**config.mk**
```make
export PLATFORM = sky130hd
export DESIGN_NAME = selecting_machine_ctrl_flat
export DESIGN_NICKNAME = d
export VERILOG_FILES = /design/src/rtl/selecting_machine_pkg.sv /design/src/rtl/selecting_machine_ctrl_if.sv /design/src/rtl/selecting_machine_ctrl_tick.sv /design/src/rtl/selecting_machine_ctrl.sv /design/src/flat_wrapper.sv
export SDC_FILE = /design/constraint.sdc
export NUM_CORES = 1
export LEC_CHECK = 0
export CAP_MARGIN = 40
export CORE_ASPECT_RATIO = 1.25
export CORE_MARGIN = 2
export CORE_UTILIZATION = 35
export CTS_CLUSTER_SIZE = 14
export DETAILED_ROUTE_END_ITERATION = 10
export GPL_TIMING_DRIVEN = 0
export MAX_ROUTING_LAYER = met4
export PLACE_DENSITY_LB_ADDON = 0.25
export SLEW_MARGIN = 20
export SYNTH_ARGS = -nofsm -noshare
export SYNTH_HDL_FRONTEND = slang
export SYNTH_SLANG_ARGS = --single-unit
```
**constraint.sdc**
```tcl
create_clock -name clk -period 3.4 [get_ports clk]
set_clock_uncertainty 0.05 [all_clocks]
set_input_delay 0.34 -clock clk [delete_from_list [all_inputs] [get_ports clk]]
set_output_delay 0.34 -clock clk [all_outputs]
set_load 0.02 [all_outputs]
```
**src/rtl/selecting_machine_pkg.sv**
```systemverilog
// Shared definitions for the selecting machine controller: phase codes,
// channel count and a channel-select helper.
package selecting_machine_pkg;

  typedef enum logic [1:0] {
    PH_STARTUP = 2'd0,
    PH_READY   = 2'd1,
    PH_RUN     = 2'd2,
    PH_DONE    = 2'd3
  } phase_e;

  localparam int NCH = 7;
  localparam logic [NCH-1:0] FLAG_ALL_RUN = 7'h7F;
  localparam logic [2:0] CH_FIRST = 3'd6;

  function automatic logic [NCH-1:0] ch_mask(input logic [2:0] ch);
    ch_mask = 7'b000_0001 << ch;
  endfunction

endpackage

```
**src/rtl/selecting_machine_ctrl_if.sv**
```systemverilog
// Control/status bundle between the front panel debouncers and the selecting
// machine sequencer; master drives the buttons, slave is the controller.
interface selecting_machine_ctrl_if;
  import selecting_machine_pkg::*;

  logic           start_pulse;
  logic [NCH-1:0] stop_pulse;
  logic [NCH-1:0] flag;
  logic           startup_on;
  logic [1:0]     phase;
  logic [2:0]     next_ch;
  logic           auto_stop;
  logic           order_err;
  logic           done;

  modport master (
    output start_pulse, stop_pulse,
    input  flag, startup_on, phase, next_ch, auto_stop, order_err, done
  );

  modport slave (
    input  start_pulse, stop_pulse,
    output flag, startup_on, phase, next_ch, auto_stop, order_err, done
  );

endinterface

```
**src/rtl/selecting_machine_ctrl_tick.sv**
```systemverilog
// Tick divider: one-cycle tick every TICK_DIV clocks, restartable via clr so
// blink and timeout intervals always start from a fresh count.
module sm_tick_gen #(
  parameter int TICK_DIV = 12500000
) (
  input  logic clk,
  input  logic rst,
  input  logic clr,
  output logic tick
);

  localparam int CW = (TICK_DIV > 1) ? $clog2(TICK_DIV) : 1;
  localparam logic [CW-1:0] LAST = CW'(TICK_DIV - 1);
  localparam logic [CW-1:0] ONE  = CW'(1);

  logic [CW-1:0] cnt_r;

  // Divider count, wrapping at LAST and restarting on clr
  always_ff @(posedge clk or negedge rst) begin
    if (!rst) begin
      cnt_r <= '0;
    end else if (clr || (cnt_r == LAST)) begin
      cnt_r <= '0;
    end else begin
      cnt_r <= cnt_r + ONE;
    end
  end

  assign tick = (cnt_r == LAST);

endmodule

```
**src/rtl/selecting_machine_ctrl.sv**
```systemverilog
// Selecting machine sequencer: lamp test, start, strictly ordered stops 6..0
// with per-player timeout, and the per-channel run enables.
module selecting_machine_ctrl
  import selecting_machine_pkg::*;
#(
  parameter int TICK_DIV      = 12500000,
  parameter int BLINK_TOGGLES = 6,
  parameter int TIMEOUT_TICKS = 20
) (
  input logic                     clk,
  input logic                     rst,
  selecting_machine_ctrl_if.slave bus
);

  phase_e         state_r,      state_nx;
  logic [NCH-1:0] flag_r,       flag_nx;
  logic           startup_on_r, startup_on_nx;
  logic [2:0]     next_ch_r,    next_ch_nx;
  logic           auto_stop_r,  auto_stop_nx;
  logic           order_err_r,  order_err_nx;
  logic           done_r,       done_nx;
  logic [3:0]     blink_r,      blink_nx;
  logic [7:0]     tout_r,       tout_nx;

  logic           tick_s;
  logic           clr_s;
  logic           accept_s;
  logic           press_ok_s;
  logic           tout_hit_s;
  logic [NCH-1:0] sel_s;

  sm_tick_gen #(.TICK_DIV(TICK_DIV)) u_tick (
    .clk  (clk),
    .rst  (rst),
    .clr  (clr_s),
    .tick (tick_s)
  );

  // Next-state and output decode for the sequencer FSM
  always_comb begin
    state_nx      = state_r;
    flag_nx       = flag_r;
    startup_on_nx = startup_on_r;
    next_ch_nx    = next_ch_r;
    blink_nx      = blink_r;
    tout_nx       = tout_r;
    auto_stop_nx  = 1'b0;
    order_err_nx  = 1'b0;
    accept_s      = 1'b0;
    sel_s         = ch_mask(next_ch_r);
    press_ok_s    = |(bus.stop_pulse & sel_s);
    tout_hit_s    = tick_s && (tout_r == 8'(TIMEOUT_TICKS - 1));

    case (state_r)
      PH_STARTUP: begin
        flag_nx = '0;
        if (tick_s) begin
          blink_nx = blink_r + 4'd1;
          if ((blink_r + 4'd1) == 4'(BLINK_TOGGLES)) begin
            state_nx      = PH_READY;
            startup_on_nx = 1'b0;
          end else begin
            startup_on_nx = ~startup_on_r;
          end
        end else begin
          blink_nx = blink_r;
        end
      end
      PH_READY, PH_DONE: begin
        flag_nx = '0;
        if (bus.start_pulse) begin
          state_nx   = PH_RUN;
          flag_nx    = FLAG_ALL_RUN;
          next_ch_nx = CH_FIRST;
          tout_nx    = 8'd0;
        end else begin
          tout_nx = tout_r;
        end
      end
      PH_RUN: begin
        // Only the expected channel may stop; every other set bit is flagged
        order_err_nx = |(bus.stop_pulse & ~sel_s);
        if (press_ok_s || tout_hit_s) begin
          accept_s     = 1'b1;
          auto_stop_nx = ~press_ok_s;
          flag_nx      = flag_r & ~sel_s;
          tout_nx      = 8'd0;
          if (next_ch_r == 3'd0) begin
            state_nx = PH_DONE;
            flag_nx  = '0;
          end else begin
            next_ch_nx = next_ch_r - 3'd1;
          end
        end else if (tick_s) begin
          tout_nx = tout_r + 8'd1;
        end else begin
          tout_nx = tout_r;
        end
      end
      default: begin
        state_nx = PH_STARTUP;
        flag_nx  = '0;
      end
    endcase

    done_nx = (state_nx == PH_DONE);
    clr_s   = accept_s || (state_nx != state_r);
  end

  // Sequencer state and registered outputs
  always_ff @(posedge clk or negedge rst) begin
    if (!rst) begin
      state_r      <= PH_STARTUP;
      flag_r       <= '0;
      startup_on_r <= 1'b1;
      next_ch_r    <= CH_FIRST;
      auto_stop_r  <= 1'b0;
      order_err_r  <= 1'b0;
      done_r       <= 1'b0;
      blink_r      <= 4'd0;
      tout_r       <= 8'd0;
    end else begin
      state_r      <= state_nx;
      flag_r       <= flag_nx;
      startup_on_r <= startup_on_nx;
      next_ch_r    <= next_ch_nx;
      auto_stop_r  <= auto_stop_nx;
      order_err_r  <= order_err_nx;
      done_r       <= done_nx;
      blink_r      <= blink_nx;
      tout_r       <= tout_nx;
    end
  end

  assign bus.flag       = flag_r;
  assign bus.startup_on = startup_on_r;
  assign bus.phase      = state_r;
  assign bus.next_ch    = next_ch_r;
  assign bus.auto_stop  = auto_stop_r;
  assign bus.order_err  = order_err_r;
  assign bus.done       = done_r;

endmodule
```
**src/flat_wrapper.sv**
```systemverilog
// flat-port wrapper written by rule: the top's interface ports become plain ports
module selecting_machine_ctrl_flat import selecting_machine_pkg::*;
#(
  parameter int TICK_DIV      = 12500000,
  parameter int BLINK_TOGGLES = 6,
  parameter int TIMEOUT_TICKS = 20
)
  (clk, rst, bus_start_pulse, bus_stop_pulse, bus_flag, bus_startup_on, bus_phase, bus_next_ch, bus_auto_stop, bus_order_err, bus_done);
  selecting_machine_ctrl_if bus_i ();
  input logic clk;
  input logic rst;
  input wire logic [$bits(bus_i.start_pulse)-1:0] bus_start_pulse;
  input wire logic [$bits(bus_i.stop_pulse)-1:0] bus_stop_pulse;
  output wire logic [$bits(bus_i.flag)-1:0] bus_flag;
  output wire logic [$bits(bus_i.startup_on)-1:0] bus_startup_on;
  output wire logic [$bits(bus_i.phase)-1:0] bus_phase;
  output wire logic [$bits(bus_i.next_ch)-1:0] bus_next_ch;
  output wire logic [$bits(bus_i.auto_stop)-1:0] bus_auto_stop;
  output wire logic [$bits(bus_i.order_err)-1:0] bus_order_err;
  output wire logic [$bits(bus_i.done)-1:0] bus_done;
  assign bus_i.start_pulse = bus_start_pulse;
  assign bus_i.stop_pulse = bus_stop_pulse;
  assign bus_flag = bus_i.flag;
  assign bus_startup_on = bus_i.startup_on;
  assign bus_phase = bus_i.phase;
  assign bus_next_ch = bus_i.next_ch;
  assign bus_auto_stop = bus_i.auto_stop;
  assign bus_order_err = bus_i.order_err;
  assign bus_done = bus_i.done;
  selecting_machine_ctrl #(.TICK_DIV(TICK_DIV), .BLINK_TOGGLES(BLINK_TOGGLES), .TIMEOUT_TICKS(TIMEOUT_TICKS)) u_core (.clk(clk), .rst(rst), .bus(bus_i));
endmodule
```
=== After elaboration in Yosys (flattened, before gate mapping) ===
Cells that the tools add are included.

* Logic and storage cells: 71
* Register bits: 52

* Bitwise logic cells: 6
* Equality and inequality tests: 12
* Shifts and indexed selects: 1
* Reductions and logical operators: 13
* Add/subtract/negate cells: 4
* Mux-type cells: 25

{| class="wikitable"
|+ Operator list
! cell !! count
|-
| 24-bit by 1-bit adder with 24-bit output, second input constant || 1
|-
| 24-bit == test, second input constant || 1
|-
| 24-bit 2-to-1 mux || 1
|-
| 8-bit 2-to-1 mux || 3
|-
| 7-bit bitwise AND || 3
|-
| 7-bit 2-to-1 mux || 3
|-
| 7-bit case mux with 3 select lines || 1
|-
| 8-bit case mux with 2 select lines || 1
|-
| 7-bit OR reduction || 2
|-
| 2-bit 2-to-1 mux || 5
|-
| 3-bit 2-to-1 mux || 3
|-
| 8-bit by 1-bit adder with 8-bit output, second input constant || 1
|-
| 8-bit by 5-bit == test with 1-bit output, second input constant || 1
|-
| 7-bit NOT || 1
|-
| 1-bit by 3-bit << shifter with 7-bit output, first input constant || 1
|-
| 2-bit == test, second input constant || 3
|-
| 1-bit 2-to-1 mux || 6
|-
| 2-bit case mux with 3 select lines || 1
|-
| 3-bit case mux with 2 select lines || 1
|-
| 4-bit by 1-bit adder with 4-bit output, second input constant || 1
|-
| 4-bit by 3-bit == test with 1-bit output, second input constant || 1
|-
| 2-bit != test, second input constant || 2
|-
| 4-bit AND reduction || 1
|-
| 3-bit logical NOT || 1
|-
| 13 further kinds || 16
|}

=== Depth between registers and ports, before layout ===
Gate-level depths: netlist of run 1.

* Word-level depth: 10
* Gate-level depth with buffers: 9
* Depth with buffers taken out: 8

=== Cells and area by module ===
From an unflattened synthesis of run 1, not the netlist that was laid out.

* Cells, all modules: 314
* Area, all modules: 2969.1 um2

{| class="wikitable"
|+ By module, submodules not included
! module !! area each (um2) !! instances !! cells an instance
|-
| selecting_machine_ctrl || 1660.3 || 1 || 177
|-
| sm_tick_gen || 1308.8 || 1 || 137
|}

=== Least setup slack after synthesis of run 1 ===
Ideal clock, no wire load.

* Kind: register to register
* From: reg u_core.next_ch_r[1], in the netlist u_core.bus.next_ch[1]
* To: reg u_core.done_r, in the netlist u_core.bus.done
* Path slack: 1169 ps
* Arrival: 2060 ps
* Required time: 3229 ps
* Path buffers: 0
* Library setup time: 121 ps
* Cell stages (with the launch flop): 9
* Cell sequence: dfstp_2 -> inv_1 -> ha_1 -> a222oi_1 -> nand2_1 -> and2_1 -> a21oi_2 -> nor2_1 -> a22o_1

* Cells in the longest elaborated chain, start to end: 7
* Elaborated cells on any way between the ends: 9
* Classes of those cells: 1 x eq/ne; 1 x shift; 3 x mux; 1 x bitwise; 3 x reduce/logical

{| class="wikitable"
|+ RTL lines
! element !! line !! RTL
|-
| start: declaration || selecting_machine_ctrl.sv:18 || <nowiki>logic [2:0] next_ch_r, next_ch_nx;</nowiki>
|-
| start signal: assignment || selecting_machine_ctrl.sv:126 || <nowiki>next_ch_r <= next_ch_nx;</nowiki>
|-
| 1-bit by 3-bit << shifter with 7-bit output || selecting_machine_pkg.sv:17 || <nowiki>ch_mask = 7'b000_0001 << ch;</nowiki>
|-
| 7-bit bitwise AND || selecting_machine_ctrl.sv:51 || <nowiki>press_ok_s = |(bus.stop_pulse & sel_s);</nowiki>
|-
| 7-bit OR reduction || selecting_machine_ctrl.sv:51 ||
|-
| 1-bit logical OR || selecting_machine_ctrl.sv:83 || <nowiki>if (press_ok_s || tout_hit_s) begin</nowiki>
|-
| 2-bit 2-to-1 mux * || selecting_machine_ctrl.sv:83 ||
|-
| 2-bit case mux with 3 select lines * || selecting_machine_ctrl.sv:54 || <nowiki>case (state_r)</nowiki>
|-
| 2-bit == test * || selecting_machine_ctrl.sv:106 || <nowiki>done_nx = (state_nx == PH_DONE);</nowiki>
|-
| via u_core.done_nx || selecting_machine_ctrl.sv:21 || <nowiki>logic done_r, done_nx;</nowiki>
|-
| end signal: assignment || selecting_machine_ctrl.sv:129 || <nowiki>done_r <= done_nx;</nowiki>
|-
| end: declaration || selecting_machine_ctrl.sv:21 ||
|}

Mark *: on every way through the listed nets, which the timed path passes. The rest lies on a longest branch.
A chain may end at the register's enable or synchronous reset.

=== Worst setup path after layout of run 1 ===
* From: reg u_core.next_ch_r[1], in the netlist u_core.bus.next_ch[1]
* To: reg u_core.u_tick.cnt_r[12]

* Cells in the longest elaborated chain, start to end: 10
* Elaborated cells on any way between the ends: 14
* Classes of those cells: 1 x eq/ne; 1 x shift; 6 x mux; 1 x bitwise; 5 x reduce/logical

{| class="wikitable"
|+ RTL lines
! element !! line !! RTL
|-
| 1-bit by 3-bit << shifter with 7-bit output || selecting_machine_pkg.sv:17 ||
|-
| 7-bit bitwise AND || selecting_machine_ctrl.sv:51 ||
|-
| 7-bit OR reduction || selecting_machine_ctrl.sv:51 ||
|-
| 1-bit logical OR || selecting_machine_ctrl.sv:83 ||
|-
| 2-bit 2-to-1 mux || selecting_machine_ctrl.sv:83 ||
|-
| 2-bit case mux with 3 select lines || selecting_machine_ctrl.sv:54 ||
|-
| 2-bit != test || selecting_machine_ctrl.sv:107 || <nowiki>clr_s = accept_s || (state_nx != state_r);</nowiki>
|-
| 1-bit logical OR * || selecting_machine_ctrl.sv:107 ||
|-
| 1-bit logical OR * || selecting_machine_ctrl_tick.sv:22 || <nowiki>end else if (clr || (cnt_r == LAST)) begin</nowiki>
|-
| 24-bit 2-to-1 mux * || selecting_machine_ctrl_tick.sv:22 ||
|-
| end signal: assignment || selecting_machine_ctrl_tick.sv:25 || <nowiki>cnt_r <= cnt_r + ONE;</nowiki>
|-
| end: declaration || selecting_machine_ctrl_tick.sv:16 || <nowiki>logic [CW-1:0] cnt_r;</nowiki>
|}

Every way passes the cells marked *; elsewhere a longest branch is shown, timed or not.

==> flow_summary.toml, run 1 <==
[detailed_routing]
num_vias = 2111
totalWireLength_microns = 5550
wire_per_inst_microns = 13.4
ant_nets = 0
firstDrtPassIters = 4
drc_errors = 0
drt_iter0_drc = 71
viasPerCell = 5.09

[finish]
layout-drive-gt1-share_pct = 7.50
n_antenna_cell = 0
fin_cells = 415
nets = 338
area_growth_pct = 17.4

[critical_path]
crit_family = "simple AND/OR/NAND/NOR gates"
startpoint_type = "flip-flop"
reg2regPathDepth = 9
crit_fanout = 10
cp_data_arrival_time_ns = 2.66
endpoint_kind = "flip-flop"
r2r_slack_ns = 0.92
path_cells = "inv_1 > ha_1 > a222oi_1 > nand2_1 > and2_1 > nand2_1 > nand3_1 > clkbuf_1 > nor2_1"
required_ns = 3.58
cp_common_cell = "nand2_1"
slowest_delay_ns = 0.60
worstReg2RegStart = "u_core.bus.next_ch[1]"
cp_slowest_cell = "dfstp_2"
r2r_end = "u_core.u_tick.cnt_r[12]"
crit_type = "reg -> reg"
cp_num_buf_inv = 2

[sta]
rsz0062_at_grt = "false"
worst_slew_pin_slew_ns = 0.689
hold_viol_final = 0
slew_violations = 0
period_minus_slack_ns = 2.48
slew_headroom_pct = 53.6
setup_slack_ns = 0.924
period_share_pct = 72.8
finalSetupViolations = 0
setup_tns_ns = 0
fmax_ghz = 0.404

[floorplanning]
coreArea_sq_um = 7700
ioPinCount = 26
die_w_microns = 83.3
start_util_pct = 35.7
dieArea_sq_um = 8580
rows = 36
die_h_microns = 103

[clocking]
cts-resized-gates = 0
htreeDepth = 2
cts_post_setup_buffers_inserted = 0
cts_hold_buf = 0
clkLatencyLatePin_ns = 0.30
cts-root-buf = "clkbuf_8"
numCtsBuffers = 5
clkSlewWorstSetupHoldPaths_ns = 0.10
cts_max_path_buffers = 2
cts.sinks = 52
cts_tree = "yes"

[synth]
ys_seq_area_share_pct = 47.5
yosys-top-cells-count = "dfrtp_1, nor2_1, nand2_1"
syn_inst = 287
ys.flop_type = "dfrtp_1"
synth_edf_count = 0
synthXorXnorAreaFrac_pct = 10.2
ys_ff_latch = 52
synth-simple-area-share_pct = 25.5
synth_top_cell_by_area = "dfrtp_1"
synth_fa_ha_area_share_pct = 4.10
synth_compound_gate_area_share_pct = 9.70
synth_area_per_cell_sq_um = 9.58
synth_top_family_by_area = "simple AND/OR/NAND/NOR gates"
yosysMostFrequentCell = "dfrtp_1"
yosysTopAreaCellShare_pct = 44.6
synthTopCellsByArea = "dfrtp_1, xor2_1, nor2_1, nand2_1, xnor2_1"
muxShareOfSynthArea_pct = 0.364
syn_nets = 306
netlist_area_sq_um = 2750
ys_types = 49
yosys_warnings = 0
async_flop_share_pct = 100

[global_route]
grt_start_max_net_pins = 53
grt_pass1_vias = 2132
gr-usage-all-layers_pct = 14.2
grt-ovfl-total = 0
grt_antenna_before_repair = 0
grt_pass1_wl_microns = 9730

[run_status]
outcome = "finished, final reports clean"

[pwr]
p_leak_uw = 0.00138
power_density_nw_per_um2 = 657
vdd_drop_max_mv = 0.354

[placed_design]
portBuffers = 25
dp_slack_ns = 0.958
dp.cells = 407
dp_hpwl_microns = 3960
gp_congestion = 0.832

[run]
max_cap_violations = 0

[worst_hold_path]
min_path_type = "in -> async"
## worst register-to-register path: stages, from the launching register on
cell and delay (ns):
dfstp_2 0.60, inv_1 0.09, ha_1 0.26, a222oi_1 0.35, nand2_1 0.12, and2_1 0.19, nand2_1 0.08, nand3_1 0.20
clkbuf_1 0.31, nor2_1 0.17
## area by class of cell
cell class / count / area (sq um)
flip-flops and latches: 52 / 1310
repair buffers: 25 / 248
fillers: 746 / 4480
clock buffers: 5 / 68.8
inverters: 9 / 33.8
clock inverters: 3 / 42.5
plain buffers: 8 / 40.0
multi-input cells: 218 / 1370
well taps: 95 / 119
## cell families after synthesis
group / count (synthesis)
buffers and inverters: 17
XOR/XNOR: 32
flip-flops: 52
multiplexers: 1
AND/OR/NAND/NOR: 135
adder cells (fa/ha/maj): 9
AO/OA/AOI/OAI: 41
## placed cells by master (no fill, tap or decap), types with 3 or more instances in the layout
cell type / netlist / final
a21oi_1: 10 / 10
and3_1: 3 / 3
clkbuf_1: 5 / 5
clkbuf_8: 0 / 5
clkdlybuf4s50_1: 0 / 24
dfrtp_1: 49 / 49
dfstp_2: 3 / 3
ha_1: 9 / 9
inv_1: 9 / 9
nand2_1: 34 / 34
nand2b_1: 3 / 3
nand3_1: 15 / 15
nand4_1: 11 / 11
nor2_1: 42 / 42
nor3_1: 4 / 4
nor3b_1: 3 / 3
nor4_1: 3 / 3
o21ai_0: 12 / 12
xnor2_1: 13 / 13
xor2_1: 19 / 19
## report_power, final
part	switching (uW)	leakage [uW]	internal [uW]	total, uW
Clock	208	0.0000541	218	426
Sequential	67.4	0.000697	708	776
Combinational	589	0.000630	329	918
## registers in the layout, indices dropped and copies added, names as in the netlist
signal                 cells
u_core.bus.startup_on      1
u_core.blink_r             4
u_core.u_tick.cnt_r       24
u_core.bus.phase           2
u_core.bus.done            1
u_core.tout_r              8
u_core.bus.next_ch         3
u_core.bus.auto_stop       1
u_core.bus.flag            7
u_core.bus.order_err       1
## how the worst max path moves through the flow
stage                     cells after the start                 endpoint  slack, ns             startpoint
after detailed placement                      9   u_core.u_tick.cnt_r[5]       0.96  u_core.bus.next_ch[1]
after global placement                        1  u_core.u_tick.cnt_r[13]       0.35                    rst
final                                         9  u_core.u_tick.cnt_r[12]       0.92  u_core.bus.next_ch[1]
after global routing                          9   u_core.u_tick.cnt_r[7]       0.70  u_core.bus.next_ch[1]
after floorplan                               8          u_core.bus.done       1.17  u_core.bus.next_ch[1]
after CTS                                     9   u_core.u_tick.cnt_r[5]       0.92  u_core.bus.next_ch[1]
## routing by layer
metal  vias up  global-route usage (%)  wire length [microns]
met5         -                       -                      0
met4         0                    4.16                     48
met3         8                    2.96                    210
met2        45                    25.3                   2770
met1      1000                    16.2                   2530
li1       1058                       -                      -
## metrics by stage
step / total power [uW] / hold slack [ns] / instance area (sq um) / utilization (%)
after detailed placement: 1720 / 0.374 / 3120 / 40.4
after floorplan: 1390 / -0.00559 / 2750 / -
after global placement: 1700 / 0.389 / 3120 / 40.5
after global routing: 2280 / 0.0678 / 3230 / 41.9
after CTS: 2150 / 0.0326 / 3230 / 41.9
final: 2120 / 0.00371 / 3230 / 41.9
(Power assumes the default switching activity.)
==> run 2, diff against run 1 <==
==> constraint.sdc (replaced) <==
create_clock -name clk -period 2.1 [get_ports clk]
set_clock_uncertainty 0.05 [all_clocks]
set_input_delay 0.21 -clock clk [delete_from_list [all_inputs] [get_ports clk]]
set_output_delay 0.21 -clock clk [all_outputs]
set_load 0.02 [all_outputs]
==> run 2 against run 1 <==
The run now ends with setup timing left; global-route usage is 0.47 points higher; sequential share of layout area fell by 4.5 points; fmax increased by 14%; critical path depth is the same; first-iteration DRC count increased by 37%; core utilization up 5.4 points; hold slack improved by 0.40 ns; sequential power up 64%; clock power grew 67%; largest cell class unchanged; highest routed layer unchanged.
==> flow_summary.toml, run 2 (synthesis gave the netlist of run 1 again) <==
[finish]
final_common_cell = "dfrtp_1"
n_antenna_cell = 0
area_growth_pct = 32.4
regArea_sq_um = 1310
layout_common_cells = "dfrtp_1, nand2_1, nor2_1, clkdlybuf4s50_1, xor2_1"
nets = 358
largest_reg_flops = 24
top_register = "u_core.u_tick.cnt_r"
multi_input_area_sq_um = 1560
fill_cells = 714
layout-drive-gt1-share_pct = 23.5
fin_util_pct = 47.3

[clocking]
clkLatencyLatePin_ns = 0.30
numCtsBuffers = 5
cts.sinks = 52
cts_tree = "yes"
cts-root-buf = "clkbuf_8"
htreeDepth = 2
clkSlewWorstSetupHoldPaths_ns = 0.10
cts_max_path_buffers = 2

[detailed_routing]
totalWireLength_microns = 5940
num_vias = 2227
ant_nets = 0
wire_per_inst_microns = 13.7
drt_iter0_drc = 97
firstDrtPassIters = 6
viasPerCell = 5.12
drc_errors = 0

[critical_path]
crit_family = "simple AND/OR/NAND/NOR gates"
crit_type = "reg -> reg"
cp_slowest_cell = "dfstp_2"
path_cells = "buf_4 > ha_4 > a22oi_1 > nand3_1 > and2_4 > a21oi_4 > buf_12 > or4_1 > nand3_1"
slowest_delay_ns = 0.58
required_ns = 2.29
endpoint_kind = "flip-flop"
crit_fanout = 8
cp_common_cell = "nand3_1"
startpoint_type = "flip-flop"
cp_data_arrival_time_ns = 2.37
cp_num_buf_inv = 2

[sta]
slew_violations = 0
hold_viol_final = 0
setup_slack_ns = -0.0767
whs_ns = 0.408
rsz0062_at_grt = "true"
period_share_pct = 104
finalSetupViolations = 7
period_minus_slack_ns = 2.18
worst_slew_pin_slew_ns = 0.650
fmax_ghz = 0.459
slew_headroom_pct = 56.6

[pwr]
vdd_drop_max_mv = 0.684
p_total_uw = 4330
switchingPower_uw = 1700
intPower_uw = 2630
p_sw_share_pct = 39.4
power_density_nw_per_um2 = 1190
pwr-share-seq_pct = 29.4
clkPwrFrac_pct = 16.4
p_leak_uw = 0.00152
combPwrFrac_pct = 54.1

[global_route]
grt_pass1_wl_microns = 10000
grt-ovfl-total = 0
grt_pass1_vias = 2218
grt_start_max_net_pins = 53
gr-usage-all-layers_pct = 14.6
grt_antenna_before_repair = 0

[placed_design]
gp_congestion = 0.842
portBuffers = 25
dp_hpwl_microns = 4020

[worst_hold_path]
min_path_type = "in -> async"

[run_status]
outcome = "finished with violations"
failed_checks = "setup timing"

[floorplanning]
die_h_microns = 103
dieArea_sq_um = 8580
rows = 36
die_w_microns = 83.3
ioPinCount = 26
coreArea_sq_um = 7700
start_util_pct = 35.7

[run]
max_cap_violations = 0
run 2: cell types whose count changed in the layout (fill, tap and decap cells not counted), moves of 4 or more:
cell     change
o21ai_1      +7
nor2_1      -18
ha_1         -4
nor2_2      +16
ha_4         +4
o21ai_0      -7
buf_4       +15
run 2: final timing paths:
kind / from / end / slack (ns) / cells after the start
setup reg to reg: u_core.bus.next_ch[1] / u_core.bus.next_ch[2] / -0.08 / 9
min in group clk: u_core.u_tick.cnt_r[0] / u_core.u_tick.cnt_r[0] / 0.41 / 1
hold reg to reg: u_core.u_tick.cnt_r[0] / u_core.u_tick.cnt_r[0] / 0.41 / 1
hold / removal: rst / u_core.bus.done / 0.41 / 2
max in group asynchronous: rst / u_core.u_tick.cnt_r[16] / 1.09 / 2
setup / recovery: u_core.bus.next_ch[1] / u_core.bus.next_ch[2] / -0.08 / 9
run 2: per-layer routing:
metal / share of wire, % / global-route usage, % / up-vias / wire length (microns)
met3: 3.0 / 2.96 / 7 / 181
met5: 0 / - / - / 0
met1: 44 / 16.6 / 1081 / 2600
met2: 52 / 26.8 / 36 / 3090
met4: 1.1 / 3.40 / 0 / 64
li1: - / - / 1103 / -
run 2: through the flow:
step / TNS (ns) / setup slack [ns] / area, sq um / instances
6_report: -0.154 / -0.0767 / 3640 / 435
5_1_grt: -3.48 / -0.137 / 3640 / 435
4_1_cts: -0.0451 / -0.0271 / 3400 / 423
3_5_place_dp: -5.83 / -0.250 / 3130 / 407
3_3_place_gp: -46.86 / -0.834 / 3140 / 407
2_1_floorplan: 0 / 0.00609 / 2770 / 287
run 2: power by group through the flow:
stage               sequential [uW]  combinational (uW)  clock [uW]
floorplan                      1380                 929           0
global placement               1270                1540           0
detailed placement             1280                1560           0
CTS                            1260                1870         745
global route                   1300                2560         775
finish                         1270                2340         712
run 2: layout make-up:
cell class | count | area share, %
Clock inverter | 2 | 1.07
Clock buffer | 6 | 2.27
Buffer | 8 | 1.72
Inverter | 9 | 0.997
Tap cell | 95 | 3.27
Timing Repair Buffer | 45 | 12.0
Multi-Input combinational cell | 218 | 42.7
Sequential cell | 52 | 35.9
run 2: what timing repair did:
| item | CTS | global route |
|---|---|---|
| gates resized for setup | 18 | 41 |
| pin swaps | 4 | 18 |
| setup endpoints to repair | 37 | 41 |
| hold buffers | 1 | 0 |
| buffers inserted | 6 | 11 |
| hold endpoints to repair | 49 | 0 |
| cloned | 1 | 1 |
